[src/rtl/lsu_pkg.sv]
// Shared definitions for the load/store unit: RV32I width encodings, FSM
// states and the lane-selection helpers used by the top and lsu_align.
package lsu_pkg;

  // RV32I funct3 width/sign encodings for loads and stores
  localparam logic [2:0] F3_B  = 3'b000;
  localparam logic [2:0] F3_H  = 3'b001;
  localparam logic [2:0] F3_W  = 3'b010;
  localparam logic [2:0] F3_BU = 3'b100;
  localparam logic [2:0] F3_HU = 3'b101;

  // Access size as encoded in funct3[1:0]
  localparam logic [1:0] SIZE_B = 2'b00;
  localparam logic [1:0] SIZE_H = 2'b01;
  localparam logic [1:0] SIZE_W = 2'b10;

  // Fixed lane offsets for halfword/word accesses
  localparam logic [1:0] LANE_W    = 2'b00;
  localparam logic [1:0] LANE_H_LO = 2'b00;
  localparam logic [1:0] LANE_H_HI = 2'b10;

  typedef enum logic [2:0] {
    IDLE,
    LOAD,
    STORE,
    RMW_RD,
    RMW_WR
  } lsu_state_t;

  // Byte lane of the access: bytes use addr[1:0], halfwords addr[1],
  // words are always lane 0 (low address bits are forced aligned).
  function automatic logic [1:0] lane_sel(input logic [1:0] size,
                                          input logic [1:0] addr_lo);
    logic [1:0] lane;
    case (size)
      SIZE_B:  lane = addr_lo;
      SIZE_H:  lane = addr_lo[1] ? LANE_H_HI : LANE_H_LO;
      default: lane = LANE_W;
    endcase
    return lane;
  endfunction

  // funct3 legality: loads allow B/H/W/BU/HU, stores only B/H/W
  function automatic logic f3_legal(input logic we, input logic [2:0] funct3);
    logic ok;
    if (we) ok = (funct3 == F3_B) || (funct3 == F3_H) || (funct3 == F3_W);
    else    ok = (funct3 == F3_B) || (funct3 == F3_H) || (funct3 == F3_W) ||
                 (funct3 == F3_BU) || (funct3 == F3_HU);
    return ok;
  endfunction

  // Halfword needs addr[0]=0, word needs addr[1:0]=0
  function automatic logic misaligned(input logic [1:0] size,
                                      input logic [1:0] addr_lo);
    logic bad;
    case (size)
      SIZE_H:  bad = addr_lo[0];
      SIZE_W:  bad = (addr_lo != 2'b00);
      default: bad = 1'b0;
    endcase
    return bad;
  endfunction

endpackage

[src/rtl/load_store_unit_align.sv]
// Combinational data path of the load/store unit: extracts and extends a
// load lane from a memory word, and merges a byte/halfword store lane into
// a previously read word.
module lsu_align
  import lsu_pkg::*;
(
  input  logic [2:0]  funct3,
  input  logic [1:0]  addr_lo,
  input  logic [31:0] word,
  input  logic [15:0] wdata,
  output logic [31:0] load_data,
  output logic [31:0] merge_data
);

  logic [1:0]  lane;
  logic [4:0]  sh;
  logic [31:0] shifted;

  // Lane shift, load extension and store lane merge
  always_comb begin
    lane       = lane_sel(funct3[1:0], addr_lo);
    sh         = {lane, 3'b000};
    shifted    = word >> sh;
    load_data  = '0;
    merge_data = word;
    case (funct3)
      F3_B:    load_data = {{24{shifted[7]}}, shifted[7:0]};
      F3_H:    load_data = {{16{shifted[15]}}, shifted[15:0]};
      F3_W:    load_data = word;
      F3_BU:   load_data = {24'b0, shifted[7:0]};
      F3_HU:   load_data = {16'b0, shifted[15:0]};
      default: load_data = '0;
    endcase
    case (funct3[1:0])
      SIZE_B:  merge_data = (word & ~(32'h0000_00FF << sh)) | ({24'b0, wdata[7:0]} << sh);
      SIZE_H:  merge_data = (word & ~(32'h0000_FFFF << sh)) | ({16'b0, wdata} << sh);
      default: merge_data = word;
    endcase
  end

endmodule

[src/rtl/load_store_unit.sv]
// Load/store unit: converts byte-addressed RV32I load/store requests into
// word accesses on a 256x32 memory without byte enables (sub-word stores
// via read-modify-write).
// Optional: define LSU_MISALIGN_TRAP_EN to flag misaligned halfword/word
// requests with resp_err; otherwise such accesses are forced aligned.
module load_store_unit
  import lsu_pkg::*;
#(
  parameter int MEM_WORDS = 256,
  parameter int ADDR_W    = 8
) (
  input  logic        clk,
  input  logic        rst,
  input  logic        req_valid,
  output logic        req_ready,
  input  logic        req_we,
  input  logic [2:0]  req_funct3,
  input  logic [31:0] req_addr,
  input  logic [31:0] req_wdata,
  output logic        resp_valid,
  output logic [31:0] resp_rdata,
  output logic        resp_err,
  output logic [31:0] mem_addr,
  output logic [31:0] mem_wdata,
  output logic        mem_wr,
  input  logic [31:0] mem_rdata
);

  localparam logic [ADDR_W-1:0] IDX_MASK = ADDR_W'(MEM_WORDS - 1);

  lsu_state_t  state;
  logic [2:0]  r_funct3;
  logic [1:0]  r_addr_lo;
  logic [15:0] r_wdata;
  logic        mem_wr_q;

  logic [ADDR_W-1:0] req_idx;
  logic              req_bad;
  logic [31:0]       load_data;
  logic [31:0]       merge_data;
  logic              unused_addr_hi;

  assign req_ready      = (state == IDLE);
  assign unused_addr_hi = ^req_addr[31:ADDR_W+2];
  // A write never reaches memory in a cycle where reset is asserted
  assign mem_wr         = mem_wr_q & ~rst;

  // Word index and request error classification at acceptance
  always_comb begin
    req_idx = req_addr[ADDR_W+1:2] & IDX_MASK;
`ifdef LSU_MISALIGN_TRAP_EN
    req_bad = !f3_legal(req_we, req_funct3) || misaligned(req_funct3[1:0], req_addr[1:0]);
`else
    req_bad = !f3_legal(req_we, req_funct3);
`endif
  end

  lsu_align u_align (
    .funct3     (r_funct3),
    .addr_lo    (r_addr_lo),
    .word       (mem_rdata),
    .wdata      (r_wdata),
    .load_data  (load_data),
    .merge_data (merge_data)
  );

  // Request sequencing FSM with registered memory and response outputs.
  // mem_addr/mem_wdata/mem_wr are loaded one state early so they are
  // stable during the state that performs the access.
  always_ff @(posedge clk) begin
    if (rst) begin
      state      <= IDLE;
      r_funct3   <= '0;
      r_addr_lo  <= '0;
      r_wdata    <= '0;
      resp_valid <= 1'b0;
      resp_err   <= 1'b0;
      resp_rdata <= '0;
      mem_wr_q   <= 1'b0;
      mem_addr   <= '0;
      mem_wdata  <= '0;
    end else begin
      resp_valid <= 1'b0;
      resp_err   <= 1'b0;
      mem_wr_q   <= 1'b0;
      case (state)
        IDLE: begin
          if (req_valid) begin
            r_funct3  <= req_funct3;
            r_addr_lo <= req_addr[1:0];
            r_wdata   <= req_wdata[15:0];
            mem_addr  <= {{(32-ADDR_W){1'b0}}, req_idx};
            if (req_bad) begin
              resp_valid <= 1'b1;
              resp_err   <= 1'b1;
              resp_rdata <= '0;
            end else if (!req_we) begin
              state <= LOAD;
            end else if (req_funct3 == F3_W) begin
              mem_wdata <= req_wdata;
              mem_wr_q  <= 1'b1;
              state     <= STORE;
            end else begin
              state <= RMW_RD;
            end
          end
        end
        LOAD: begin
          resp_valid <= 1'b1;
          resp_rdata <= load_data;
          state      <= IDLE;
        end
        STORE: begin
          resp_valid <= 1'b1;
          resp_rdata <= '0;
          state      <= IDLE;
        end
        RMW_RD: begin
          mem_wdata <= merge_data;
          mem_wr_q  <= 1'b1;
          state     <= RMW_WR;
        end
        RMW_WR: begin
          resp_valid <= 1'b1;
          resp_rdata <= '0;
          state      <= IDLE;
        end
        default: state <= IDLE;
      endcase
    end
  end

endmodule
[config.mk]
export PLATFORM = sky130hd
export DESIGN_NAME = load_store_unit
export DESIGN_NICKNAME = d
export VERILOG_FILES = /design/src/rtl/lsu_pkg.sv /design/src/rtl/load_store_unit_align.sv /design/src/rtl/load_store_unit.sv
export SDC_FILE = /design/constraint.sdc
export NUM_CORES = 1
export LEC_CHECK = 0
export CAP_MARGIN = 20
export CELL_PAD_IN_SITES_DETAIL_PLACEMENT = 1
export CELL_PAD_IN_SITES_GLOBAL_PLACEMENT = 1
export CORE_ASPECT_RATIO = 0.75
export CORE_MARGIN = 1.5
export CORE_UTILIZATION = 33
export CTS_CLUSTER_SIZE = 24
export DETAILED_ROUTE_END_ITERATION = 10
export GPL_ROUTABILITY_DRIVEN = 1
export PLACE_DENSITY_LB_ADDON = 0.1
export SYNTH_ARGS = -nofsm -noshare
export SYNTH_HDL_FRONTEND = slang
export SYNTH_SLANG_ARGS = --single-unit
[constraint.sdc]
create_clock -name clk -period 6.82 [get_ports clk]
set_clock_uncertainty 0.2 [all_clocks]
set_input_delay 1.705 -clock clk [delete_from_list [all_inputs] [get_ports clk]]
set_output_delay 1.705 -clock clk [all_outputs]
set_load 0.02 [all_outputs]
==> flow_summary_export.csv <==
group,metric,value,unit
die,die_width,143,um
place,post-dp-hpwl,13.1,mm
sta,fin_setup_tns,0,ns
sta,max_freq,222,MHz
setup_path,critical_path.max_fanout,2,
synthesis,syn_area,4830,um^2
clock_tree,cts_num_sinks,99,
setup_path,slowest_stage,"clkdlybuf4s50_1",
power_and_ir_drop,power_total,0.00140,W
clock_tree,worst_skew_pair.late_latency,0.36,ns
layout,insertedDiodeCount,0,
synthesis,synth_cells,569,
clock_tree,ctsHoldBuffers,0,
place,place_congestion,0.850,
route,detail_routed_net_length_per_standard_cell,20.0,um
clock_tree,ctsLongestPathBuffers,2,
route,drt_iter0_drc,285,
sta,post-route-period-util,66.2,%
power_and_ir_drop,powerDensity,209,nW/um^2
layout,final_nets,800,
synthesis,dominantRegCellSynth,"dfxtp_1",
synthesis,seq_area_frac_synth,41.0,%
die,chipHeight,108,um
global_route,first_global_vias,4911,
setup_path,r2r_slack,3.60,ns
route,dr_total_vias,4934,
sta,timing.slew.headroom,28.4,%
layout,fillerInstances,1694,
setup_path,timing.critical_path.buf_inv,2,
global_route,grt_max_degree,70,
layout,final_core_util,46.6,%
synthesis,synth_common_cells,"130 x nand2_1, 99 x dfxtp_1, 42 x a21oi_1, 29 x buf_4, 28 x a221o_1",
synthesis,synth_top_cells_by_area,"dfxtp_1 41%, nand2_1 10%, a221o_1 5.8%",
synthesis,synth_enable_flop_cells,0,
clock_tree,clk_transition_reported_paths,0.07,ns
hold_path,hold_path_class,"register to register",
clock_tree,clock_tree_from_tritoncts,"built",
setup_path,crit_end_element,"primary output",
sta,setup_viol,0,
global_route,antenna_violations_before_repair,0,
synthesis,synth_xor_xnor_area_share,0,%
power_and_ir_drop,cellLeakagePower,2.38,nW
layout,syn_to_final_growth,38.8,%
setup_path,critical_path.cell_chain,"buf_2 > nor2b_1 > clkdlybuf4s50_1",
clock_tree,cts_max_level,3,
synthesis,synth_simple_gate_area_share,18.4,%
sta,finalMaxSlewViolations,0,
synthesis,synth_compound_gate_area_share,28.8,%
setup_path,worst_path_dominant_cell_family,"buffers and inverters",
synthesis,synthDominantAreaCellType,"dfxtp_1",
clock_tree,post-cts-setup-buffer-count,0,
sta,timing_hold_violations_final,0,
synthesis,synth.mux.area_fraction,2.51,%
synthesis,synth.lib_cells_used.distinct,50,
layout,drive_gt1_share,5.71,%
setup_path,start_kind,"input port",
global_route,grt_first_pass_wirelength,28.1,mm
synthesis,synth-adder-area-share,0.259,%
synthesis,largest_family_of_logic_cells_by_synthesized_area,"compound AO/OA/AOI/OAI gates",
sta,fin_crit,4.51,ns
die,num_rows,38,
synthesis,async_s_r_ff_share_synth,0,%
setup_path,crit_required,4.91,ns
die,io_pins,203,
sta,timing_worst_slew_pin_value,1.07,ns
die,dieArea,15400,um^2
synthesis,post_synth.cell_area_avg,8.50,um^2
route,detail_route.vias_per_cell,5.48,
global_route,grt_remaining_overflow,0,
sta,tightest_hold_margin,0.262,ns
synthesis,number_of_flip_flops_and_latches_in_the_synthesized_netlist,99,
power_and_ir_drop,ir_drop,0.120,mV
setup_path,cp.arrival,2.61,ns
die,core_area,14400,um^2
synthesis,post-synth-top-count-cell,"nand2_1",
synthesis,synth-warning-count,0,
clock_tree,cts-buffers-inserted,9,
clock_tree,postCtsResizedCells,0,
place,i_o_buffers,156,
clock_tree,root_buffer,"clkbuf_16",
route,drt_wl_total,18.0,mm
route,drt_first_pass_iters,5,
route,drc,0,
run,cap_viol_max_count,0,
synthesis,yosys.area.top_type_share,41.0,%
sta,rsz_0062_raised_after_global_routing,"false",
die,initial_utilization,33.6,%
global_route,grt_util_all_layers,24.0,%
setup_path,cp_peak_stage_delay,0.62,ns
outcome,status,"complete, no violations",
setup_path,critPathKind,"input port to primary output",
route,remaining_number_of_nets_flagged_by_the_antenna_check_after_routing,0,
-- metal layers --
| metal | part of all wire [%] | up-vias | GRT usage (%) |
|---|---|---|---|
| met4 | 1.4 | 0 | 6.33 |
| li1 | - | 2315 | - |
| met1 | 46 | 2432 | 32.0 |
| met3 | 6.6 | 20 | 5.34 |
| met2 | 46 | 167 | 39.0 |
| met5 | 0 | - | 0 |
-- power by group --
| part | switching, W | internal (W) | leakage (nW) | total [W] |
|---|---|---|---|---|
| Sequential | 0.0000241 | 0.000599 | 0.805 | 0.000623 |
| Clock | 0.000250 | 0.000292 | 0.146 | 0.000542 |
| Combinational | 0.000134 | 0.000106 | 1.43 | 0.000239 |
| Total | 0.000408 | 0.000997 | 2.38 | 0.00140 |
-- path summary, 6_finish.rpt --
check	end	start	cells past startpoint
worst max-delay path	mem_wr	rst	3
worst min-delay path	mem_wdata[12]$_SDFFE_PP0P_	mem_wdata[12]$_SDFFE_PP0P_	2
worst max register to register	mem_wdata[17]$_SDFFE_PP0P_	r_funct3[0]$_SDFFE_PP0P_	7
worst min register to register	mem_wdata[12]$_SDFFE_PP0P_	mem_wdata[12]$_SDFFE_PP0P_	2
-- cell families (layout without fill, tap and decap cells) --
group,count (synthesis),count (layout)
buf+inv,76,185
mux,12,12
compound gates,180,180
simple gates,200,200
fa+ha+maj,1,1
other cells,1,24
flops,99,99
-- layout make-up --
cell class              instances  area (um^2)  area share [%]
flip-flops and latches         99         1980            29.5
inverters                       4         15.0           0.224
clock inverters                 7         85.1            1.27
well taps                     200          250            3.73
repair buffers                165         1640            24.4
multi-input cells             417         2510            37.5
clock buffers                   9          225            3.36
-- per-stage QoR --
stage | cell area [um^2] | cells | worst slack (ns)
final | 6710 | 901 | 2.31
after global routing | 6710 | 901 | 2.27
after CTS | 6690 | 899 | 2.30
after detailed placement | 6380 | 883 | 2.31
after global placement | 6360 | 882 | 2.31
after floorplan | 4920 | 592 | 2.55
-- placed cells by master (no fill, tap or decap), types with 5 or more instances in the layout --
master / count
a31oi_1: 7
nand3_1: 8
a211oi_1: 8
a221o_1: 28
buf_4: 7
mux2i_1: 11
o21ai_0: 7
a21oi_1: 42
conb_1: 24
clkdlybuf4s50_1: 155
nand2b_1: 5
clkbuf_16: 9
a22o_1: 12
a221oi_1: 16
dfxtp_1: 99
and3_1: 10
nor3_1: 8
a311oi_1: 26
nor2_1: 22
nand2_1: 130
o2bb2ai_1: 7
a2bb2oi_1: 7
-- sequential cells by signal, indices dropped and copies added, names as in the netlist --
name        count
mem_wr_q        1
state           3
mem_addr        8
r_wdata        16
r_funct3        3
mem_wdata      32
resp_valid      1
resp_err        1
r_addr_lo       2
resp_rdata     32
-- worst register-to-register path, stage by stage (launching register included) --
cell      delay, ns
dfxtp_1        0.87
nand2b_1       0.72
nor2_1         0.09
ha_1           0.31
nor2_1         0.12
o21bai_2       0.16
a221oi_1       0.49
a311oi_1       0.09
Note: power is estimated with default switching activity, not from simulation.
